$ cat src/rtl/count_seq_ctrl.sv
// count_seq_ctrl: start/pause/clear sequencer for a 4-bit up/down counter with a
// prescaled count tick and an active-low 7-segment decode of the count.
//
// Build option: CNT_AUTORELOAD_EN
//   defined   - terminal event reloads the count, stays in RUN, done_o pulses one cycle
//   undefined - terminal event enters DONE; done_o is high while in DONE
//
// Ports:
//   clk_i      system clock
//   rst_i      synchronous active-high reset
//   start_n_i  start/resume pushbutton, active-low, asynchronous
//   stop_n_i   pause pushbutton, active-low, asynchronous
//   clr_n_i    clear pushbutton, active-low, asynchronous
//   dir_i      1 = count up, 0 = count down
//   limit_i    terminal value
//   count_o    current counter value
//   hex_o      segments {g,f,e,d,c,b,a}, active-low
//   running_o  high in RUN (registered)
//   done_o     terminal indication (registered)
module count_seq_ctrl #(
    parameter int unsigned PRESCALE = 50_000_000
) (
    input  logic       clk_i,
    input  logic       rst_i,
    input  logic       start_n_i,
    input  logic       stop_n_i,
    input  logic       clr_n_i,
    input  logic       dir_i,
    input  logic [3:0] limit_i,
    output logic [3:0] count_o,
    output logic [6:0] hex_o,
    output logic       running_o,
    output logic       done_o
);

    localparam logic [25:0] PresMax = 26'(PRESCALE - 1);

    localparam logic [1:0] StIdle  = 2'd0;
    localparam logic [1:0] StRun   = 2'd1;
    localparam logic [1:0] StPause = 2'd2;
    localparam logic [1:0] StDone  = 2'd3;

    // Button bit order: {clr, stop, start}
    logic [2:0]  sync1_q, sync2_q, prev_q;
    logic [2:0]  evt;
    logic        ev_start, ev_stop, ev_clr;

    logic [1:0]  state_q, state_d;
    logic [3:0]  count_q, count_d;
    logic [25:0] presc_q, presc_d;
    logic        running_q, running_d;
    logic        done_q, done_d;

    logic        tick;
    logic        at_term;
    logic [3:0]  load_val;
    logic [3:0]  step_val;
`ifdef CNT_AUTORELOAD_EN
    logic        term_pulse;
`endif

    // Two-flop synchronizer plus previous-value register; an event is a 1->0 edge.
    always_ff @(posedge clk_i) begin
        if (rst_i) begin
            sync1_q <= '1;
            sync2_q <= '1;
            prev_q  <= '1;
        end else begin
            sync1_q <= {clr_n_i, stop_n_i, start_n_i};
            sync2_q <= sync1_q;
            prev_q  <= sync2_q;
        end
    end

    assign evt      = ~sync2_q & prev_q;
    assign ev_start = evt[0];
    assign ev_stop  = evt[1];
    assign ev_clr   = evt[2];

    assign tick     = (state_q == StRun) && (presc_q == PresMax);
    assign load_val = dir_i ? 4'd0 : limit_i;
    assign at_term  = dir_i ? (count_q == limit_i) : (count_q == 4'd0);
    assign step_val = dir_i ? count_q + 4'd1 : count_q - 4'd1;

    always_comb begin
        state_d = state_q;
        count_d = count_q;
        presc_d = presc_q;
`ifdef CNT_AUTORELOAD_EN
        term_pulse = 1'b0;
`endif
        case (state_q)
            StIdle: begin
                if (ev_clr) begin
                    count_d = 4'd0;
                end else if (!ev_stop && ev_start) begin
                    state_d = StRun;
                    count_d = load_val;
                    presc_d = '0;
                end
            end
            StRun: begin
                if (ev_clr) begin
                    state_d = StIdle;
                    count_d = 4'd0;
                end else if (ev_stop) begin
                    // Prescaler holds, so a stop on the tick cycle ticks on resume.
                    state_d = StPause;
                end else begin
                    presc_d = tick ? '0 : presc_q + 26'd1;
                    if (tick) begin
                        if (at_term) begin
`ifdef CNT_AUTORELOAD_EN
                            count_d    = load_val;
                            term_pulse = 1'b1;
`else
                            state_d    = StDone;
`endif
                        end else begin
                            count_d = step_val;
                        end
                    end
                end
            end
            StPause: begin
                if (ev_clr) begin
                    state_d = StIdle;
                    count_d = 4'd0;
                end else if (!ev_stop && ev_start) begin
                    state_d = StRun;
                end
            end
            default: begin  // StDone
                if (ev_clr) begin
                    state_d = StIdle;
                    count_d = 4'd0;
                end else if (!ev_stop && ev_start) begin
                    state_d = StRun;
                    count_d = load_val;
                    presc_d = '0;
                end
            end
        endcase

        running_d = (state_d == StRun);
`ifdef CNT_AUTORELOAD_EN
        done_d = term_pulse;
`else
        done_d = (state_d == StDone);
`endif
    end

    always_ff @(posedge clk_i) begin
        if (rst_i) begin
            state_q   <= StIdle;
            count_q   <= 4'd0;
            presc_q   <= '0;
            running_q <= 1'b0;
            done_q    <= 1'b0;
        end else begin
            state_q   <= state_d;
            count_q   <= count_d;
            presc_q   <= presc_d;
            running_q <= running_d;
            done_q    <= done_d;
        end
    end

    always_comb begin
        hex_o = 7'b1111111;
        case (count_q)
            4'h0: hex_o = 7'b1000000;
            4'h1: hex_o = 7'b1111001;
            4'h2: hex_o = 7'b0100100;
            4'h3: hex_o = 7'b0110000;
            4'h4: hex_o = 7'b0011001;
            4'h5: hex_o = 7'b0010010;
            4'h6: hex_o = 7'b0000010;
            4'h7: hex_o = 7'b1111000;
            4'h8: hex_o = 7'b0000000;
            4'h9: hex_o = 7'b0010000;
            4'hA: hex_o = 7'b0001000;
            4'hB: hex_o = 7'b0000011;
            4'hC: hex_o = 7'b1000110;
            4'hD: hex_o = 7'b0100001;
            4'hE: hex_o = 7'b0000110;
            default: hex_o = 7'b0001110;
        endcase
    end

    assign count_o   = count_q;
    assign running_o = running_q;
    assign done_o    = done_q;

endmodule

$ cat config.mk
export PLATFORM = sky130hd
export DESIGN_NAME = count_seq_ctrl
export DESIGN_NICKNAME = d
export VERILOG_FILES = /design/src/rtl/count_seq_ctrl.sv
export SDC_FILE = /design/constraint.sdc
export NUM_CORES = 1
export LEC_CHECK = 0
export ABC_AREA = 1
export BUFFER_PORTS_ARGS = -buffer_cell sky130_fd_sc_hd__buf_2
export CAP_MARGIN = 20
export CORE_MARGIN = 2
export CORE_UTILIZATION = 64
export DETAILED_ROUTE_END_ITERATION = 8
export HOLD_SLACK_MARGIN = 0.06
export MAX_ROUTING_LAYER = met4
export PLACE_DENSITY = 0.84
export RECOVER_POWER = 50
export SETUP_SLACK_MARGIN = 0.2
export SLEW_MARGIN = 20
export SYNTH_ARGS = -nofsm -noshare
export SYNTH_HDL_FRONTEND = slang
export SYNTH_SLANG_ARGS = --single-unit
$ cat constraint.sdc
create_clock -name clk_i -period 4.8 [get_ports clk_i]
set_clock_uncertainty 0.15 [all_clocks]
set_input_delay 0.96 -clock clk_i [delete_from_list [all_inputs] [get_ports clk_i]]
set_output_delay 0.96 -clock clk_i [all_outputs]
set_load 0.03 [all_outputs]
==> out/results.ini <==
[timing]
fin_crit_sh_pct=65.75
finalHoldViolations=0
fin_ws_ns=1.644
whs_ns=0.2712
setup_violations=0
maxSlewHeadroom_pct=53.79
clock.fmax_mhz=316.8
tightest_slew_ns=0.6906
setup-tns-final_ns=0
drv_slew=0
layout_min_cycle_time_ns=3.156
rsz0062_at_grt=no

[logic_synthesis]
synth_area_leaders=dfxtp_1, nand2_1, inv_1, nor2_1, nand3_1
async_reset_ff_share_pct=0
synth_edf_count=0
synthCells=423
synth_top_area_cell=dfxtp_1
netlist_area_um2=2919
synth_sequential_area_ratio_pct=34.29
avgSynthCellArea_um2=6.901
synth_warnings=0
synth-main-ff-cell=dfxtp_1
ys_seq_elements=50
yosys.area.top_type_share_pct=34.29
synth_fp_nets=446
synth_cell_types=41

[clock_network]
insertion_delay_ns=0.30
clk_path_buf_depth=2
clk_transition_reported_paths_ns=0.09
cts-htree-levels=2
cts_hold_buf=0
cts_setup_buffers=0
clock-sinks=50
cts_tree=built
cts_root_buf=clkbuf_8
cts_resized=0
cts_buffers=5

[critical_path]
required_ns=4.86
cp-end-kind=register
r2r_end=hex_o[0]
critical_path_arrival_ns=3.21
cp_max_fo=9
r2r_setup_slack_ns=1.64
worstSetupPathType=register to register
rr_worst_depth=20
startpoint_type=register
r2r-start=state_q[1]

[drt]
vias=2697
wl_um=6096
post_drt_wl_per_cell_um=12.17
firstDrtPassIters=4
drt_iter0_drc=127
ant_nets=0
via_per_inst=5.383
route.detailed.drc=0

[pwr]
leakagePower_nw=1.453
p_per_area_nw_per_um2=396.2
finalPower_mw=1.231
vdd_drop_max_v=0.0002874

[grt]
grt_max_degree=19
antenna_found_initial=0
grt_pass1_wl_um=10530
grt_pass1_vias=2523
gr-total-overflow=0
track_usage_pct=26.14

[final_layout]
drive_gt1_share_pct=10.69
fin_nets=471
instances_no_fill=501
area_growth_syn_to_layout_pct=6.429
n_antenna_cell=0

[placed_design]
dp_hpwl_um=4682
dp_slack_ns=1.683
gp_congestion=0.9293
dp_cells=493
port_buffers=22

[hold_path]
hold_depth=1
whs_endpoint=sync2_q[0]
worst_hold_path_type=register to register
min_from=sync1_q[0]

[floorplanning]
coreArea_um2=4384
die_height_um=71.54
ios=23
die_w_um=71.54
die_area_um2=5117
start_util_pct=66.58
std_cell_rows=24

[run]
max_cap_viol_count=0

[status]
outcome=finished clean

## flip-flops by register name, indices dropped and copies added (netlist names)
name / flops
presc_q: 26
running_o: 1
prev_q: 3
hex_o: 7
sync2_q: 3
done_o: 1
count_o: 4
sync1_q: 3
state_q: 2
## how the worst max path moves through the flow
stage                          start        to  cells past startpoint
after global placement         dir_i  hex_o[3]                     14
after detailed placement       rst_i  hex_o[0]                      9
after CTS                 state_q[1]  hex_o[0]                     20
after floorplan                dir_i  hex_o[3]                     13
after global routing      state_q[1]  hex_o[0]                     20
final                     state_q[1]  hex_o[0]                     20
## power by group
group | switching, mW | internal, mW
clock | 0.135 | 0.117
sequential | 0.0270 | 0.458
combinational | 0.350 | 0.145
## metrics by stage
step	instance area (um^2)	utilization [%]
after global placement	3074	70.12
final	3107	70.86
after CTS	3166	72.20
after floorplan	2919	-
after detailed placement	3074	70.12
after global routing	3107	70.86
## synthesized netlist by cell type (2+ instances only)
cell	number
and3_1	2
nand3_4	2
a221oi_1	2
nor2_1	45
nor2_2	5
inv_2	5
o21a_1	2
a211oi_1	2
nand2_8	2
a21oi_1	20
nand3_1	33
nand2_1	97
nand2_2	8
dfxtp_1	50
ha_1	12
o21ai_0	21
xor2_1	4
nand4_1	11
nor3_1	7
clkbuf_1	2
or2_2	8
inv_1	61
nand2_4	3
nor4_1	2
## final cells by class
type | count | area [um^2]
Tap cell | 52 | 65.06
Multi-Input combinational cell | 302 | 1605
Inverter | 67 | 251.5
Clock inverter | 1 | 5.005
Sequential cell | 50 | 1001
Timing Repair Buffer | 22 | 92.59
Fill cell | 389 | 1277
Clock buffer | 7 | 86.33
## cell usage in the layout (no fill, tap or decap), drive strengths merged
master,count
ha,12
a31o,1
clkbuf,21
nand3b,1
nor2,52
o21a,2
buf,8
nand4,11
fa,1
o211a,1
o22ai,1
dfxtp,50
xor2,4
a221oi,2
xnor2,1
mux2i,1
a211oi,2
a21oi,21
inv,66
nor3,8
or2,9
nand3,35
nor4,2
o21ai,22
nand2,110
clkinv,2
and3,2
a32oi,1
## metal layers
metal,up-vias,routed length (um),track usage (%)
met4,0,138,10.48
met3,16,231,3.938
met5,-,0,-
met1,1205,2791,30.34
met2,69,2934,45.16
li1,1407,-,-
## cells by family (layout without fill, tap and decap cells)
group | count (synthesis) | in the layout | synth area share [%]
simple gates | 230 | 230 | 38.45
buf+inv | 71 | 97 | 9.301
compound gates | 53 | 53 | 10.29
flops | 50 | 50 | 34.29
fa+ha+maj | 13 | 13 | 5.829
xor+xnor | 5 | 5 | 1.500
mux | 1 | 1 | 0.3429
## worst max-delay path, stage by stage (launching register included)
cell	delay, ns
dfxtp_1	0.33
inv_1	0.09
ha_1	0.39
nand2_1	0.10
nor2_1	0.09
nand2_1	0.06
nor2_1	0.12
nand2_1	0.17
nand2_1	0.25
nand2_4	0.10
nand2_8	0.10
nand2_4	0.08
nand2_1	0.07
nand2_1	0.06
nand2_1	0.19
inv_1	0.11
ha_1	0.24
inv_1	0.09
nand4_1	0.12
nand3_1	0.11
nand2_1	0.05
(Power assumes the default switching activity.)
